[config.mk]
export PLATFORM = sky130hd
export DESIGN_NAME = edge_event_logger
export DESIGN_NICKNAME = d
export VERILOG_FILES = /design/src/rtl/edge_event_pkg.sv /design/src/rtl/sync_fifo_vr.sv /design/src/rtl/edge_event_logger.sv
export SDC_FILE = /design/constraint.sdc
export NUM_CORES = 1
export LEC_CHECK = 0
export CELL_PAD_IN_SITES_DETAIL_PLACEMENT = 1
export CELL_PAD_IN_SITES_GLOBAL_PLACEMENT = 1
export CORE_MARGIN = 5
export CORE_UTILIZATION = 50
export DETAILED_ROUTE_END_ITERATION = 8
export PLACE_DENSITY = 0.87
export SETUP_SLACK_MARGIN = 0.2
export SYNTH_ARGS = -nofsm -noshare
export SYNTH_HDL_FRONTEND = slang
export SYNTH_HIERARCHICAL = 1
export SYNTH_SLANG_ARGS = --single-unit
[constraint.sdc]
create_clock -name clock -period 7.75 [get_ports clock]
set_input_delay 1.55 -clock clock [delete_from_list [all_inputs] [get_ports clock]]
set_output_delay 1.55 -clock clock [all_outputs]
set_load 0.005 [all_outputs]
[src/rtl/edge_event_pkg.sv]
// rtl/edge_event_pkg.sv - event record layout shared by the logger blocks
package edge_event_pkg;

  localparam int B_CHG_BIT = 0;
  localparam int A_CHG_BIT = 1;
  localparam int B_VAL_BIT = 2;
  localparam int A_VAL_BIT = 3;
  localparam int TS_LSB    = 4;

  function automatic int rec_width(input int ts_w);
    return ts_w + TS_LSB;
  endfunction

endpackage

[src/rtl/sync_fifo_vr.sv]
// rtl/sync_fifo_vr.sv - synchronous FIFO with valid/ready read side and occupancy count
module sync_fifo_vr #(
  parameter int DEPTH = 4,
  parameter int WIDTH = 12
) (
  input  logic                     clock,
  input  logic                     reset_n,
  input  logic                     i_wr_valid,
  input  logic [WIDTH-1:0]         i_wr_data,
  output logic                     o_rd_valid,
  input  logic                     i_rd_ready,
  output logic [WIDTH-1:0]         o_rd_data,
  output logic [$clog2(DEPTH):0]   o_count,
  output logic                     o_full,
  output logic                     o_empty
);

  localparam int PTR_W = $clog2(DEPTH);
  localparam int CW    = PTR_W + 1;

  logic [WIDTH-1:0] r_mem [DEPTH];
  logic [PTR_W-1:0] r_wr_ptr;
  logic [PTR_W-1:0] r_rd_ptr;
  logic [CW-1:0]    r_count;
  logic             w_pop;
  logic             w_push;

  assign o_empty    = (r_count == '0);
  assign o_full     = (r_count == CW'(DEPTH));
  assign w_pop      = !o_empty && i_rd_ready;
  // A pop on the same edge frees the slot, so a write into a full FIFO is still taken.
  assign w_push     = i_wr_valid && (!o_full || w_pop);
  assign o_rd_valid = !o_empty;
  assign o_rd_data  = o_empty ? '0 : r_mem[r_rd_ptr];
  assign o_count    = r_count;

  always_ff @(posedge clock) begin
    if (w_push) begin
      r_mem[r_wr_ptr] <= i_wr_data;
    end
  end

  always_ff @(posedge clock or negedge reset_n) begin
    if (!reset_n) begin
      r_wr_ptr <= '0;
      r_rd_ptr <= '0;
      r_count  <= '0;
    end else begin
      if (w_push) begin
        r_wr_ptr <= r_wr_ptr + PTR_W'(1);
      end
      if (w_pop) begin
        r_rd_ptr <= r_rd_ptr + PTR_W'(1);
      end
      case ({w_push, w_pop})
        2'b10:   r_count <= r_count + CW'(1);
        2'b01:   r_count <= r_count - CW'(1);
        default: r_count <= r_count;
      endcase
    end
  end

endmodule

[src/rtl/edge_event_logger.sv]
// rtl/edge_event_logger.sv - time-stamped change logger for the a/b swap-register outputs
module edge_event_logger
  import edge_event_pkg::*;
#(
  parameter int DEPTH = 4,
  parameter int TS_W  = 8,
  parameter int CNT_W = 8
) (
  input  logic                        clock,
  input  logic                        reset_n,
  input  logic                        a_in,
  input  logic                        b_in,
  input  logic                        enable,
  input  logic                        clear,
  output logic                        evt_valid,
  input  logic                        evt_ready,
  output logic [rec_width(TS_W)-1:0]  evt_data,
  output logic [CNT_W-1:0]            a_toggles,
  output logic [CNT_W-1:0]            b_toggles,
  output logic [$clog2(DEPTH):0]      fifo_count,
  output logic                        overflow
);

  localparam int REC_W = rec_width(TS_W);

  logic [TS_W-1:0]  r_ts;
  logic             r_a_last;
  logic             r_b_last;
  logic             r_primed;
  logic [CNT_W-1:0] r_a_tog;
  logic [CNT_W-1:0] r_b_tog;
  logic             r_overflow;

  logic             w_sample;
  logic             w_a_chg;
  logic             w_b_chg;
  logic             w_push;
  logic             w_pop;
  logic             w_drop;
  logic             w_fifo_full;
  logic             w_fifo_empty;
  logic [REC_W-1:0] w_record;

  // Change detection only once a reference sample exists.
  assign w_sample = enable && r_primed;
  assign w_a_chg  = w_sample && (a_in ^ r_a_last);
  assign w_b_chg  = w_sample && (b_in ^ r_b_last);
  assign w_push   = w_a_chg || w_b_chg;
  assign w_pop    = !w_fifo_empty && evt_ready;
  assign w_drop   = w_push && w_fifo_full && !w_pop;

  always_comb begin
    w_record                    = '0;
    w_record[REC_W-1:TS_LSB]    = r_ts;
    w_record[A_VAL_BIT]         = a_in;
    w_record[B_VAL_BIT]         = b_in;
    w_record[A_CHG_BIT]         = w_a_chg;
    w_record[B_CHG_BIT]         = w_b_chg;
  end

  always_ff @(posedge clock or negedge reset_n) begin
    if (!reset_n) begin
      r_ts     <= '0;
      r_a_last <= 1'b0;
      r_b_last <= 1'b0;
      r_primed <= 1'b0;
    end else begin
      r_ts <= r_ts + TS_W'(1);
      if (enable) begin
        r_a_last <= a_in;
        r_b_last <= b_in;
        r_primed <= 1'b1;
      end
    end
  end

  // Clear wins over a same-cycle increment or drop.
  always_ff @(posedge clock or negedge reset_n) begin
    if (!reset_n) begin
      r_a_tog    <= '0;
      r_b_tog    <= '0;
      r_overflow <= 1'b0;
    end else if (clear) begin
      r_a_tog    <= '0;
      r_b_tog    <= '0;
      r_overflow <= 1'b0;
    end else begin
      if (w_a_chg && (r_a_tog != {CNT_W{1'b1}})) begin
        r_a_tog <= r_a_tog + CNT_W'(1);
      end
      if (w_b_chg && (r_b_tog != {CNT_W{1'b1}})) begin
        r_b_tog <= r_b_tog + CNT_W'(1);
      end
      if (w_drop) begin
        r_overflow <= 1'b1;
      end
    end
  end

  sync_fifo_vr #(
    .DEPTH (DEPTH),
    .WIDTH (REC_W)
  ) u_fifo (
    .clock      (clock),
    .reset_n    (reset_n),
    .i_wr_valid (w_push),
    .i_wr_data  (w_record),
    .o_rd_valid (evt_valid),
    .i_rd_ready (evt_ready),
    .o_rd_data  (evt_data),
    .o_count    (fifo_count),
    .o_full     (w_fifo_full),
    .o_empty    (w_fifo_empty)
  );

  assign a_toggles = r_a_tog;
  assign b_toggles = r_b_tog;
  assign overflow  = r_overflow;

endmodule

=== After elaboration in Yosys (flattened, before gate mapping) ===
Memories as Yosys holds them, arrays and structs flattened.
Index checks and enable logic that the tools add are counted.

* Memories: 1
* Input port bits: 7
* Output and inout bits: 33
* Word-level logic and storage cells: 54
* RAM bits: 48
* Register bits after elaboration: 35

* Bitwise gates (word level): 2
* Add/sub/neg operators: 7
* Mux-type cells: 10
* Eq/ne operators: 5
* Reductions and logical operators: 19

{| class="wikitable"
|+ Memories
! name !! depth !! width !! read ports !! clocked after memory_dff !! write ports !! RTL line !! source
|-
| u_fifo.r_mem || 4 || 12 || 1 || 0 || 1 || sync_fifo_vr.sv:21 || <nowiki>logic [WIDTH-1:0] r_mem [DEPTH];</nowiki>
|}

{| class="wikitable"
|+ Operators with widths
! cell !! number
|-
| 2-to-1 mux 8 bit || 4
|-
| adder 8 x 1 -> 8 bit, second input constant || 3
|-
| != test 8 bit, second input constant || 2
|-
| 2-to-1 mux 12 bit || 1
|-
| logical AND 1 bit || 9
|-
| nonzero test 2 bit || 4
|-
| one-hot mux 3 bit (2 select lines) || 1
|-
| adder 2 x 1 -> 2 bit, second input constant || 2
|-
| 2-to-1 mux 1 bit || 4
|-
| adder 3 x 1 -> 3 bit, second input constant || 1
|-
| equality test 3 bit, second input constant || 1
|-
| logical NOT 1 bit || 3
|-
| logical NOT 3 bit || 1
|-
| subtractor 3 x 1 -> 3 bit, second input constant || 1
|-
| equality test 2 x 1 -> 1 bit, second input constant || 1
|-
| equality test 2 bit, second input constant || 1
|-
| logical OR 1 bit || 2
|-
| bitwise XOR 1 bit || 2
|}

=== Longest topological paths before layout ===
Gate-level depths: netlist (run 1).

* Word-level depth: 7
* Depth in mapped cells: 11
* Gate-level depth less buffers: 10

=== By module ===
Netlist (run 1), hierarchy kept.

{| class="wikitable"
|+ By module, submodules not included
! module !! cells an instance !! area an instance (µm²) !! instances !! sequential area each (µm²)
|-
| sync_fifo_vr || 130 || 2,331.0 || 1 || 1,616.6
|-
| edge_event_logger || 130 || 1,340.0 || 1 || 700.7
|}

=== Least setup slack after synthesis (run 1) ===
OpenSTA, ideal clock, no wires.

* Path type: input port to flip-flop
* Start point: input port enable
* End point: register u_fifo.r_count[2] (netlist: u_fifo/o_count[2])
* Data required time: 7.604 ns
* Slack: 4.111 ns
* Buffers on the path: 1
* Arrival time: 3.493 ns
* Cell stages on the path: 11
* Library setup time: 0.146 ns
* Cell sequence: and2_2 > nand2_2 > inv_1 > or2_2 > clkbuf_1 > nor2b_1 > nand2_1 > fa_1 > nand2b_1 > o211ai_1 > o311ai_0

* Word-level cells in the longest chain between the ends: 6
* Elaborated cells between the ends (all ways): 9
* Those cells by class: 2 x eq/ne; 1 x mux; 6 x reduce/logical

{| class="wikitable"
|+ RTL lines
! item !! RTL line !! source
|-
| start, declared || edge_event_logger.sv:13 || <nowiki>input logic enable,</nowiki>
|-
| logical AND 1 bit (*) || edge_event_logger.sv:45 || <nowiki>assign w_sample = enable && r_primed;</nowiki>
|-
| logical AND 1 bit (*) || edge_event_logger.sv:46 || <nowiki>assign w_a_chg = w_sample && (a_in ^ r_a_last);</nowiki>
|-
| net w_a_chg || edge_event_logger.sv:35 || <nowiki>logic w_a_chg;</nowiki>
|-
| logical OR 1 bit (*) || edge_event_logger.sv:48 || <nowiki>assign w_push = w_a_chg || w_b_chg;</nowiki>
|-
| net w_push || edge_event_logger.sv:37 || <nowiki>logic w_push;</nowiki>
|-
| logical AND 1 bit (*) || sync_fifo_vr.sv:32 || <nowiki>assign w_push = i_wr_valid && (!o_full || w_pop);</nowiki>
|-
| equality test 2 x 1 -> 1 bit / equality test 2 bit (equally long branches) || sync_fifo_vr.sv:55 || <nowiki>case ({w_push, w_pop})</nowiki>
|-
| one-hot mux 3 bit (2 select lines) / nonzero test 2 bit (equally long branches) || -- ||
|-
| end signal, assigned || sync_fifo_vr.sv:56 || <nowiki>2'b10: r_count <= r_count + CW'(1);</nowiki>
|-
| end signal, assigned || sync_fifo_vr.sv:57 || <nowiki>2'b01: r_count <= r_count - CW'(1);</nowiki>
|-
| end signal, assigned || sync_fifo_vr.sv:58 || <nowiki>default: r_count <= r_count;</nowiki>
|-
| end, declared || sync_fifo_vr.sv:24 || <nowiki>logic [CW-1:0] r_count;</nowiki>
|}

The timed path passes the listed nets; every way through them passes the cells marked *.
A chain may end at the register's enable or synchronous reset.

=== Final worst setup path (run 1) ===
* Start point: input port a_in
* End point: register u_fifo.r_count[1] (netlist: u_fifo/o_count[1])

* Word-level cells in the longest chain between the ends: 6
* Elaborated cells between the ends (all ways): 8
* Those cells by class: 2 x eq/ne; 1 x mux; 1 x bitwise; 4 x reduce/logical

{| class="wikitable"
|+ RTL lines
! item !! RTL line !! source
|-
| start, declared || edge_event_logger.sv:11 || <nowiki>input logic a_in,</nowiki>
|-
| bitwise XOR 1 bit (*) || edge_event_logger.sv:46 ||
|-
| logical AND 1 bit (*) || edge_event_logger.sv:46 ||
|-
| net w_a_chg || edge_event_logger.sv:35 ||
|-
| logical OR 1 bit (*) || edge_event_logger.sv:48 ||
|-
| net w_push || edge_event_logger.sv:37 ||
|-
| logical AND 1 bit (*) || sync_fifo_vr.sv:32 ||
|-
| equality test 2 x 1 -> 1 bit / equality test 2 bit (equally long branches) || sync_fifo_vr.sv:55 ||
|-
| one-hot mux 3 bit (2 select lines) / nonzero test 2 bit (equally long branches) || -- ||
|}

Marks and branches as above.

==> results of run 1 <==
## layer usage
layer,vias to the layer above,track usage (%),part of all wire [%]
met5,-,0,0
li1,1042,-,-
met3,15,3.63,4.2
met1,1166,25.1,41
met2,63,32.3,53
met4,0,8.18,1.8
## kinds of logic after synthesis
group	Yosys count	share of synthesized area, %
buf+inv	23	2.73
mux	18	9.20
flops	83	63.1
fa+ha+maj	8	2.93
compound gates	39	6.99
simple gates	75	11.7
xor+xnor	14	3.34
## sequential cells by signal, indices dropped and copies added, names as in the netlist
register         flops
a_toggles            8
b_toggles            8
overflow             1
r_a_last             1
r_b_last             1
r_primed             1
r_ts                 8
u_fifo/o_count       3
u_fifo/r_mem        48
u_fifo/r_rd_ptr      2
u_fifo/r_wr_ptr      2
## worst max path at each step
stage | from | to | slack, ps | cells past startpoint
floorplan | enable | u_fifo/o_count[2] | 4110 | 11
global placement | enable | u_fifo/o_count[2] | 3550 | 11
detailed placement | a_in | u_fifo/o_count[2] | 3320 | 11
CTS | u_fifo/r_rd_ptr[0] | evt_data[2] | 3630 | 3
global route | a_in | u_fifo/o_count[2] | 3460 | 11
finish | a_in | u_fifo/o_count[1] | 3700 | 11
## cell usage after synthesis, types with 2 or more instances
| master | instances |
|---|---|
| edfxtp_1 | 48 |
| nand4_1 | 2 |
| dfrtp_1 | 35 |
| nand3_1 | 13 |
| or3_2 | 2 |
| inv_1 | 12 |
| clkbuf_1 | 6 |
| mux2_2 | 2 |
| or3_1 | 7 |
| buf_4 | 3 |
| xnor2_1 | 8 |
| nand2_1 | 9 |
| mux4_2 | 12 |
| or2_2 | 3 |
| and2_1 | 17 |
| nand3b_1 | 2 |
| a21oi_1 | 15 |
| and3_1 | 3 |
| o21bai_1 | 2 |
| buf_2 | 2 |
| mux2i_1 | 3 |
| ha_1 | 7 |
| o31ai_1 | 6 |
| o21ai_0 | 6 |
| or4_1 | 4 |
| nor2_1 | 7 |
| xor2_1 | 6 |
## power by group
group	total (mW)	internal, mW	switching [mW]
clock network	0.310	0.151	0.159
logic	0.413	0.250	0.164
registers	0.615	0.543	0.0716
## area by class of cell
| class | count | area, sq um | share of cell area, % |
|---|---|---|---|
| sequential | 83 | 2320 | 53.4 |
| timing repair buffer | 40 | 398 | 9.17 |
| multi-input combinational | 154 | 1250 | 28.9 |
| clock buffer | 9 | 124 | 2.85 |
| inverter | 12 | 45.0 | 1.04 |
| clock inverter | 7 | 77.6 | 1.79 |
| tap | 99 | 124 | 2.85 |
## worst max-delay path, delay by kind of cell
family	cells	cell delay [ps]
simple gates	4	900
fa+ha+maj	1	510
xor+xnor	1	150
buf+inv	2	750
compound gates	3	490
==> out/metrics.yaml, run 1 <==
run_status:
  status: "finished, final reports clean"
logic_synthesis:
  ys.flop_type: "edfxtp_1"
  synth_warnings: 6
  synthDistinctLibCells: 45
  synth_edf_count: 48
  yosysSeqAreaShare_pct: 63.1
  syn-mean-instance-area_sq_um: 14.1
  yosys.area.top_type: "edfxtp_1"
  netlist_top_cells_area: "edfxtp_1 (39%), dfrtp_1 (24%), mux4_2 (7.4%)"
  yosysTopAreaCellShare_pct: 39.3
  syn-num-nets: 275
  netlist_instances: 260
  synth_area_sq_um: 3670
  async_flop_share_pct: 42.2
  ys_ff_latch: 83
sta:
  hold_viol: 0
  period_minus_slack_ps: 4050
  setup_tns_ps: 0
  drv_slew: 0
  finalSetupViolCount: 0
  rsz0062_at_grt: "false"
  post-route-period-util_pct: 52.2
  maxSlewHeadroom_pct: 45.0
  fin_worst_skew_ps: 5.28
  fin_hold_ws_ps: 517
  worstMarginPinSlew_ps: 825
  timing.fmax_ghz: 0.247
  setup_ws_ps: 3700
final_layout:
  final_layout_size_suffix_gt1_share_pct: 13.4
  layout_common_cells: "edfxtp_1 (48), clkdlybuf4s50_1 (39), dfrtp_1 (35)"
  final_area_sq_um: 4340
  mostFrequentLayoutCell: "edfxtp_1"
  fin_cells: 404
  fillers: 735
  diodes: 0
  finalNetCount: 315
  area_delta_synth_final_pct: 18.2
  fin_util_pct: 60.1
place:
  placedCellCount: 388
  place_area_sq_um: 4140
  dpl.hpwl_um: 5330
  globalplace.congestion: 0.809
  place_ws_ps: 3320
  port_buffers: 39
global_route:
  gr-total-overflow: 0
  grt_pass1_vias: 2460
  antenna_found_initial: 0
  grt_max_degree: 36
  grt_usage_pct: 19.5
  grt_pass1_wl_um: 13000
die:
  die_x_um: 95.7
  coreArea_sq_um: 7210
  fp-row-count: 31
  dieArea_sq_um: 9160
  num_io_pins: 40
  start_util_pct: 50.9
  fp.dieH_um: 95.7
clock_network:
  postCtsHoldBufs: 0
  h-tree-depth: 3
  cts_made_buffers: 9
  clockBufferDepth: 2
  clock-sinks: 83
  clk_latency_ps: 350
  cts_tree: "done"
  root_buffer: "clkbuf_8"
  post-cts-setup-buffer-count: 0
  clk_pin_slew_ps: 90
  cts_resized: 0
min_path:
  hp-class: "reg2reg"
  holdPathStages: 1
  worstHoldEndpoint: "r_primed"
  hp-start: "r_primed"
worst_setup_path:
  crit_required_ps: 8050
  startpoint_type: "primary input"
  critPathCaptureType: "register"
  critical_path.max_stage_delay_ps: 600
  critPathMaxFanout: 10
  cpMaxStageDelayCell: "clkdlybuf4s50_1"
  cp_cell_sequence: "clkdlybuf4s50_1, xor2_1, nand2_2, inv_1, or2_2, nor2b_1, nand2_1, fa_1, o21bai_1, a31oi_1, o21a_1"
  r2r_slack_ps: 5070
  r2r_end: "u_fifo/o_count[1]"
  r2r_start: "r_a_last"
  reg2regPathDepth: 10
  cp.arrival_ps: 4340
  path_class: "in2reg"
pwr:
  ir_drop_uv: 111
  p_total_mw: 1.34
  power_density_nw_per_um2: 308
  power.leakage_nw: 1.59
route:
  vias: 2286
  dr.first_iter.drc_count: 68
  drt_wl_total_um: 7780
  drt-vias-per-instance: 5.66
  drt_pre_antenna_iters: 4
  drc: 0
  wl_per_cell_um: 19.3
  ant_nets: 0
flow_run:
  maxCapViolCount: 0
(Power assumes the default switching activity.)
==> inputs of run 2 (changes only) <==
CORE_UTILIZATION = 42   (was 50)
PLACE_DENSITY = 0.79   (was 0.87)
clock period = 3.5 ns   (was 7.75 ns; I/O delays follow)
==> out/metrics.yaml, run 2 (same netlist as run 1, synthesis figures left out) <==
sta:
  setup_ws_ps: 383  # -3320 ps
  drv_slew: 0  # unchanged
  timing.fmax_ghz: 0.321
  worstMarginPinSlew_ps: 668  # -157 ps
  period_minus_slack_ps: 3120
  setup_tns_ps: 0  # unchanged
  maxSlewHeadroom_pct: 55.3  # +10 points
  rsz0062_at_grt: "false"
  post-route-period-util_pct: 89.0
  finalSetupViolCount: 0  # unchanged
  fin_worst_skew_ps: 13.9  # +8.63 ps
  fin_hold_ws_ps: 519  # +1.90 ps
  hold_viol: 0  # unchanged
final_layout:
  fillers: 876  # +19%
  mostFrequentLayoutCell: "edfxtp_1"
  layout_common_cells: "edfxtp_1 (48), clkdlybuf4s50_1 (39), dfrtp_1 (35)"
  area_delta_synth_final_pct: 20.8
  largest_register: "u_fifo/r_mem"
  finalNetCount: 327  # +3.8%
  final_layout_size_suffix_gt1_share_pct: 16.4  # +3.0 points
  largest_reg_flops: 48  # unchanged
  diodes: 0  # unchanged
  multi_input_area_sq_um: 1250  # unchanged
  ff_latch_area_sq_um: 2320  # unchanged
place:
  place_ws_ps: 157  # -3160 ps
  port_buffers: 39  # unchanged
  globalplace.congestion: 0.763  # -5.7%
  dpl.hpwl_um: 5610  # +5.2%
worst_setup_path:
  critPathCaptureType: "primary output"
  r2r_slack_ps: 980  # -4090 ps
  cp.arrival_ps: 2420  # -1920 ps
  cpMaxStageDelayCell: "dfrtp_1"
  critical_path.max_stage_delay_ps: 650  # +50 ps
  reg2regPathDepth: 9  # -1
  cp_cell_sequence: "buf_4, mux4_2, and2_1, clkdlybuf4s50_1"
  path_class: "reg2out"
  r2r_end: "u_fifo/o_count[2]"
  r2r_start: "r_b_last"
  critPathMaxFanout: 8  # -2
  startpoint_type: "register"
  crit_required_ps: 2800  # -5250 ps
min_path:
  holdPathStages: 1  # unchanged
  hp-class: "reg2reg"
  hp-start: "r_primed"
  worstHoldEndpoint: "r_primed"
pwr:
  p_int_mw: 2.13  # +130%
  power.leakage_nw: 1.66  # +4.0%
  ir_drop_uv: 184  # +65%
  p_comb_share_pct: 32.6  # +1.7 points
  power_density_nw_per_um2: 677  # +120%
  power.switching_uw: 876  # +120%
  pwr-share-seq_pct: 44.8  # -1.1 points
  power.share.clock_pct: 22.6  # -0.6 points
  switching_share_pct: 29.2  # -0.31 points
clock_network:
  cts_resized: 0  # unchanged
  clockBufferDepth: 2  # unchanged
  post-cts-setup-buffer-count: 0  # unchanged
  h-tree-depth: 3  # unchanged
  clk_latency_ps: 350  # about the same
  root_buffer: "clkbuf_8"
  clock-sinks: 83  # unchanged
  clk_pin_slew_ps: 80  # about the same
  cts_tree: "done"
  postCtsHoldBufs: 0  # unchanged
  cts_made_buffers: 9  # unchanged
die:
  die_x_um: 103  # +8.2%
  num_io_pins: 40  # unchanged
  fp-row-count: 34  # +9.7%
  fp.dieH_um: 103  # +8.2%
  dieArea_sq_um: 10700  # +17%
  coreArea_sq_um: 8640  # +20%
  start_util_pct: 42.5  # -8.4 points
route:
  drc: 0  # unchanged
  ant_nets: 0  # unchanged
  drt_wl_total_um: 7910  # +1.6%
  vias: 2271  # -0.66%
  drt_pre_antenna_iters: 4  # unchanged
  drt-vias-per-instance: 5.34  # -5.6%
  wl_per_cell_um: 18.6  # -3.4%
  dr.first_iter.drc_count: 117  # +72%
flow_run:
  maxCapViolCount: 0  # unchanged
global_route:
  grt_usage_pct: 16.5  # -2.9 points
  gr-total-overflow: 0  # unchanged
  grt_pass1_vias: 2513  # +2.2%
  antenna_found_initial: 0  # unchanged
  grt_max_degree: 36  # unchanged
  grt_pass1_wl_um: 13200  # +1.8%
run_status:
  status: "finished, final reports clean"
run 2: power by group through the flow:
stage | combinational, mW | clock, mW | sequential [mW]
floorplan | 0.607 | 0 | 1.28
global placement | 0.956 | 0 | 1.35
detailed placement | 0.996 | 0 | 1.37
CTS | 1.00 | 0.703 | 1.35
global route | 1.07 | 0.741 | 1.37
finish | 0.977 | 0.679 | 1.34
run 2: layout make-up:
class / instances / area share (%)
tap: 108 / 3.05
clock inverter: 6 / 1.50
timing repair buffer: 52 / 11.0
multi-input combinational: 154 / 28.3
inverter: 12 / 1.02
sequential: 83 / 52.3
clock buffer: 10 / 2.88
run 2: worst max-delay path by stage:
stage	from	to	slack (ps)	depth (start not counted)
after floorplan	enable	u_fifo/o_count[2]	710	11
after global placement	enable	u_fifo/o_count[2]	310	11
after detailed placement	enable	u_fifo/o_count[2]	160	10
after CTS	u_fifo/r_rd_ptr[0]	evt_data[6]	330	4
after global routing	u_fifo/r_rd_ptr[0]	evt_data[11]	200	4
final	u_fifo/r_rd_ptr[0]	evt_data[6]	380	4
run 2: per-stage QoR:
| step | area (sq um) | util (%) | std cells | total power [mW] |
|---|---|---|---|---|
| after floorplan | 3670 | - | 260 | 1.88 |
| after global placement | 4240 | 49.1 | 409 | 2.31 |
| after detailed placement | 4240 | 49.1 | 409 | 2.37 |
| after CTS | 4430 | 51.3 | 425 | 3.05 |
| after global routing | 4430 | 51.3 | 425 | 3.18 |
| final | 4430 | 51.3 | 425 | 3.00 |
run 2: critical path, delay by kind of cell, from the launching register on:
| family | cells | cell delay (ps) |
|---|---|---|
| AND/OR/NAND/NOR | 1 | 170 |
| multiplexers | 1 | 510 |
| flip-flops | 1 | 650 |
| buffers and inverters | 2 | 730 |
run 2: routing by layer:
| layer | wire length (um) | share of wire, % | vias up | global-route usage (%) |
|---|---|---|---|---|
| met5 | 0 | 0 | - | 0 |
| met4 | 115 | 1.5 | 0 | 6.87 |
| met3 | 323 | 4.1 | 13 | 3.62 |
| met2 | 4050 | 51 | 53 | 28.1 |
| met1 | 3420 | 43 | 1142 | 20.4 |
| li1 | - | - | 1063 | - |
